==> config.mk <==
export PLATFORM = sky130hd
export DESIGN_NAME = fb_pixel_writer
export DESIGN_NICKNAME = d
export VERILOG_FILES = /design/src/rtl/fb_pixel_writer.sv
export SDC_FILE = /design/constraint.sdc
export NUM_CORES = 1
export LEC_CHECK = 0
export BUFFER_PORTS_ARGS = -buffer_cell sky130_fd_sc_hd__buf_2
export CORE_UTILIZATION = 48
export DETAILED_ROUTE_END_ITERATION = 10
export HOLD_SLACK_MARGIN = 0.05
export PLACE_DENSITY_LB_ADDON = 0.2
export REMOVE_ABC_BUFFERS = 1
export SLEW_MARGIN = 20
export SYNTH_ARGS = -nofsm -noshare
export SYNTH_HDL_FRONTEND = slang
export SYNTH_SLANG_ARGS = --single-unit
==> constraint.sdc <==
create_clock -name clk -period 2 [get_ports clk]
set_input_delay 0.2 -clock clk [delete_from_list [all_inputs] [get_ports clk]]
set_output_delay 0.2 -clock clk [all_outputs]
set_load 0.02 [all_outputs]
==> src/rtl/fb_pixel_writer.sv <==
// Write-side agent for the 640x480 framebuffer: converts (x, y) pixel writes into
// linear RAM writes (addr = x + H_RES*y + ADDR_BASE) and runs full-screen clear sweeps.
module fb_pixel_writer #(
  parameter int H_RES     = 640,
  parameter int V_RES     = 480,
  parameter int ADDR_W    = 19,
  parameter int DATA_W    = 8,
  parameter int ADDR_BASE = 1
) (
  input  logic              clk,
  input  logic              rst,
  input  logic              px_valid,
  output logic              px_ready,
  input  logic [9:0]        px_x,
  input  logic [9:0]        px_y,
  input  logic [DATA_W-1:0] px_data,
  input  logic              clr_start,
  input  logic [DATA_W-1:0] clr_data,
  output logic              busy,
  output logic              clr_done,
  output logic              err_oob,
  output logic              mem_we,
  output logic [ADDR_W-1:0] mem_addr,
  output logic [DATA_W-1:0] mem_wdata
);

  typedef enum logic {
    ST_IDLE  = 1'b0,
    ST_CLEAR = 1'b1
  } state_t;

  localparam logic [10:0]       H_LIM      = 11'(H_RES);
  localparam logic [10:0]       V_LIM      = 11'(V_RES);
  localparam logic [ADDR_W-1:0] FIRST_ADDR = ADDR_W'(ADDR_BASE);
  localparam logic [ADDR_W-1:0] LAST_ADDR  = ADDR_W'(ADDR_BASE + H_RES * V_RES - 1);

  state_t              state, state_nxt;
  logic                we_nxt, busy_nxt, done_nxt, oob_nxt;
  logic [ADDR_W-1:0]   addr_nxt;
  logic [DATA_W-1:0]   wdata_nxt;

  logic                in_range;
  logic [ADDR_W-1:0]   x_ext, y_ext, row_off, pix_addr;

  // Every term is widened to ADDR_W before shifting so the row offset never truncates.
  assign x_ext = ADDR_W'(px_x);
  assign y_ext = ADDR_W'(px_y);

  generate
    if (H_RES == 640) begin : g_row_shift
      assign row_off = (y_ext << 9) + (y_ext << 7);
    end else begin : g_row_mul
      assign row_off = ADDR_W'(H_RES) * y_ext;
    end
  endgenerate

  assign pix_addr = x_ext + row_off + FIRST_ADDR;
  assign in_range = ({1'b0, px_x} < H_LIM) && ({1'b0, px_y} < V_LIM);

  // A clear request pre-empts a simultaneous pixel, so the pixel is held off this cycle.
  assign px_ready = (state == ST_IDLE) && !clr_start;

  always_comb begin
    // NOTE: every combinational output gets a default first so no path can infer a latch.
    state_nxt = state;
    we_nxt    = 1'b0;
    busy_nxt  = 1'b0;
    done_nxt  = 1'b0;
    oob_nxt   = 1'b0;
    addr_nxt  = mem_addr;
    wdata_nxt = mem_wdata;

    unique case (state)
      ST_IDLE: begin
        if (clr_start) begin
          // mem_wdata doubles as the latched fill value for the whole sweep.
          state_nxt = ST_CLEAR;
          we_nxt    = 1'b1;
          busy_nxt  = 1'b1;
          addr_nxt  = FIRST_ADDR;
          wdata_nxt = clr_data;
        end else if (px_valid) begin
          if (in_range) begin
            we_nxt    = 1'b1;
            addr_nxt  = pix_addr;
            wdata_nxt = px_data;
          end else begin
            oob_nxt = 1'b1;
          end
        end
      end

      ST_CLEAR: begin
        // mem_addr is the sweep counter; the end is detected by compare, not by wrap.
        if (mem_addr == LAST_ADDR) begin
          state_nxt = ST_IDLE;
          done_nxt  = 1'b1;
        end else begin
          we_nxt   = 1'b1;
          busy_nxt = 1'b1;
          addr_nxt = mem_addr + 1'b1;
        end
      end

      default: state_nxt = ST_IDLE;
    endcase
  end

  // NOTE: state registers use non-blocking assignments so all flops update together.
  always_ff @(posedge clk or posedge rst) begin
    if (rst) begin
      state     <= ST_IDLE;
      mem_we    <= 1'b0;
      mem_addr  <= '0;
      mem_wdata <= '0;
      busy      <= 1'b0;
      clr_done  <= 1'b0;
      err_oob   <= 1'b0;
    end else begin
      state     <= state_nxt;
      mem_we    <= we_nxt;
      mem_addr  <= addr_nxt;
      mem_wdata <= wdata_nxt;
      busy      <= busy_nxt;
      clr_done  <= done_nxt;
      err_oob   <= oob_nxt;
    end
  end

endmodule

==> flow_metrics.tcl <==
set metrics [dict create \
    synth_area_um2 2510 \
    io_buffer_count 71 \
    drc 0 \
    cts_tree "built" \
    final_common_cell "buf_2" \
    hold_viol_final 0 \
    hold_start "px_valid" \
    synth_simple_gate_area_share 0.178 \
    clk_path_buf_depth 2 \
    seq_area_um2 776 \
    ff2ff_path_depth 8 \
    rsz0062_at_grt "true" \
    avgSynthCellArea_um2 8.58 \
    finalSetupViolations 0 \
    met3_length_um 416 \
    synthAdderAreaFrac 0.122 \
    tightest_slew_ns 0.427 \
    r2r-end "mem_addr[10]$_DFFE_PP0P_" \
    grt_use_total 0.263 \
    met2_length_um 3430 \
    synthCells 293 \
    clockRootBuffer "clkbuf_8" \
    finalPower_w 0.00281 \
    coreArea_um2 4880 \
    worstSetupPathType "in -> reg" \
    holdPathEnd "err_oob$_DFF_PP0_" \
    m1WireLength_um 3140 \
    clk_latency_ns 0.30 \
    fp.dieH_um 74.4 \
    critPathArrivalTime_ns 2.15 \
    rr_startpoint "mem_addr[0]$_DFFE_PP0P_" \
    firstDrtPassIters 5 \
    ys_seq_elements 31 \
    drv_slew 0 \
    p_sw_frac 0.410 \
    final_antenna_net_count 0 \
    dpl_worst_slack_ns -0.276 \
    startpoint_type "input pin" \
    final_cell_mix "71 x buf_2, 43 x buf_4, 31 x dfrtp_1" \
    fin_tns_setup_ns 0 \
    fin_ws_ns 0.0469 \
    synthArstFlopShare 1.00 \
    relSlewSlack 0.713 \
    p_leak_nw 1.62 \
    wl_per_cell_um 15.2 \
    dp_hpwl_um 5410 \
    vias_per_cell 5.75 \
    r2r_slack_ns 0.07 \
    p_int_w 0.00166 \
    power_frac_seq 0.337 \
    htreeDepth 2 \
    vias 2702 \
    clock-sinks 31 \
    multiInputGateArea_um2 1680 \
    n_antenna_cell 0 \
    power_density_nw_per_um2 827 \
    final_cell_area_um2 3400 \
    grt_pass1_wl_um 10800 \
    skew_ns 0.0130 \
    path_clk_slew_ns 0.07 \
    yosys.area_share.xor_xnor 0.0557 \
    end_kind "register" \
    maxCapViolations 0 \
    combPwrFrac 0.467 \
    gp_congestion 0.927 \
    fillCellCount 419 \
    min_period_ns 1.95 \
    numCtsBuffers 5 \
    ys_seq_area_frac 0.309 \
    first_iter_violations 181 \
    grt_pass1_vias 2301 \
    die_x_um 74.4 \
    crit_fanout 3 \
    cp.required_ns 2.19 \
    nets 466 \
    final_core_util 0.697 \
    min_path_cells 3 \
    fin_crit_sh 0.977 \
    synth_compound_area_frac 0.247 \
    p_switching_w 0.00115 \
    synth_mux_area_frac 0.0358 \
    p_clk_frac 0.196 \
    row_count 25 \
    antenna_found_initial 0 \
    areaGrowthSynthToFinish_pct 35.4 \
    peakVddDrop_v 0.000472 \
    synth_top_flop_cell "dfrtp_1" \
    overflow 0 \
    top_layer "met4" \
    drive_above_1_share 0.347 \
    io_pins 72 \
    synth-edff-count 0 \
    grt_max_degree 32 \
    synth_cell_types 52 \
    postPlaceCellArea_um2 3200 \
    die_area_um2 5530 \
    clock.fmax_mhz 512 \
    yosysWarnings 0 \
    synth_top_family_by_area "compound AO/OA/AOI/OAI gates" \
    wirelength_um 7130 \
    worstHoldPathType "in -> reg" \
    start_util 0.515 \
    status "completed" \
]
==> cell usage after synthesis (2+ instances only) <==
library cell	instances	area share
a311oi_1	3	0.010
a21oi_1	26	0.052
nor2_1	22	0.033
a22o_1	2	0.0070
clkbuf_1	5	0.0075
inv_1	16	0.024
nor3_2	2	0.0080
a22oi_1	2	0.0060
xnor2_1	8	0.028
nor4b_2	2	0.012
nor3_1	3	0.0060
o21ai_0	29	0.058
nand4_1	11	0.027
a21o_1	3	0.0090
mux2i_1	9	0.036
nand2_1	19	0.028
ha_1	23	0.11
and4_1	2	0.0070
xor2_1	8	0.028
nand3_1	14	0.028
a31oi_1	4	0.010
and3_1	4	0.010
o21a_1	4	0.012
buf_2	7	0.014
dfrtp_1	31	0.31
o31ai_1	2	0.0060
a221oi_1	2	0.0070
o32ai_1	3	0.010
o221ai_1	2	0.0070
and2_1	2	0.0050
a211oi_1	2	0.0060
==> critical path, stage by stage <==
cell	delay (ns)
buf_2	0.08
inv_1	0.05
fa_1	0.52
inv_1	0.06
ha_4	0.27
nand2_1	0.06
o31a_1	0.34
xor2_1	0.16
o21a_1	0.18
a311oi_1	0.23
==> worst max-delay path by stage <==
stage	from	endpoint
after floorplan	mem_addr[0]$_DFFE_PP0P_	mem_addr[9]$_DFFE_PP0P_
after global placement	px_x[9]	mem_addr[14]$_DFFE_PP0P_
after detailed placement	px_x[9]	mem_addr[18]$_DFFE_PP0P_
after CTS	mem_addr[0]$_DFFE_PP0P_	mem_addr[11]$_DFFE_PP0P_
after global routing	px_y[2]	mem_addr[16]$_DFFE_PP0P_
final	px_x[9]	mem_addr[13]$_DFFE_PP0P_
==> metal layers <==
| layer | global-route usage | vias to the layer above |
|---|---|---|
| met4 | 0.103 | 0 |
| met2 | 0.420 | 117 |
| met3 | 0.0420 | 13 |
| met1 | 0.357 | 1261 |
| li1 | - | 1311 |
| met5 | 0 | - |
==> power by group through the flow <==
| stage | Sequential [W] | Combinational [W] | Clock (W) |
|---|---|---|---|
| global placement | 0.000943 | 0.00122 | 0 |
| floorplan | 0.00116 | 0.000513 | 0 |
| detailed placement | 0.000946 | 0.00125 | 0 |
| CTS | 0.000935 | 0.00126 | 0.000556 |
| global route | 0.000970 | 0.00144 | 0.000584 |
| finish | 0.000948 | 0.00132 | 0.000551 |
==> what timing repair did <==
| item | CTS | global route |
|---|---|---|
| hold buffers | 1 | 0 |
| setup buffers | 0 | 3 |
| endpoints found under the hold margin | 31 | 0 |
| resized for setup | 1 | 17 |
| pin swaps | 1 | 9 |
| endpoints found under the setup margin | 1 | 21 |
==> area by class of cell <==
type	count	area share
clock buffers	8	0.0294
flip-flops and latches	31	0.228
inverters	17	0.0188
multi-input cells	231	0.494
well taps	67	0.0246
repair buffers	116	0.206
==> through the flow <==
stage               std cells  hold WS, ns
finish                    470        0.129
global route              470        0.122
CTS                       467        0.123
detailed placement        458        0.304
global placement          458        0.302
floorplan                 279        0.304
==> logic make-up (layout without fill, tap and decap cells) <==
logic type,count (synthesis),after routing
AOI/OAI and AO/OA,96,96
xor gates and xnor gates,16,16
adders and majority gates,24,24
buffers and inverters,31,141
DFF,31,31
muxes,9,9
and+or+nand+nor,86,86
==> sequential cells by signal (all words and copies together), names as in the netlist <==
| signal | cells |
|---|---|
| clr_done | 1 |
| err_oob | 1 |
| mem_addr | 19 |
| mem_wdata | 8 |
| mem_we | 1 |
| state | 1 |
(Power assumes the default switching activity.)
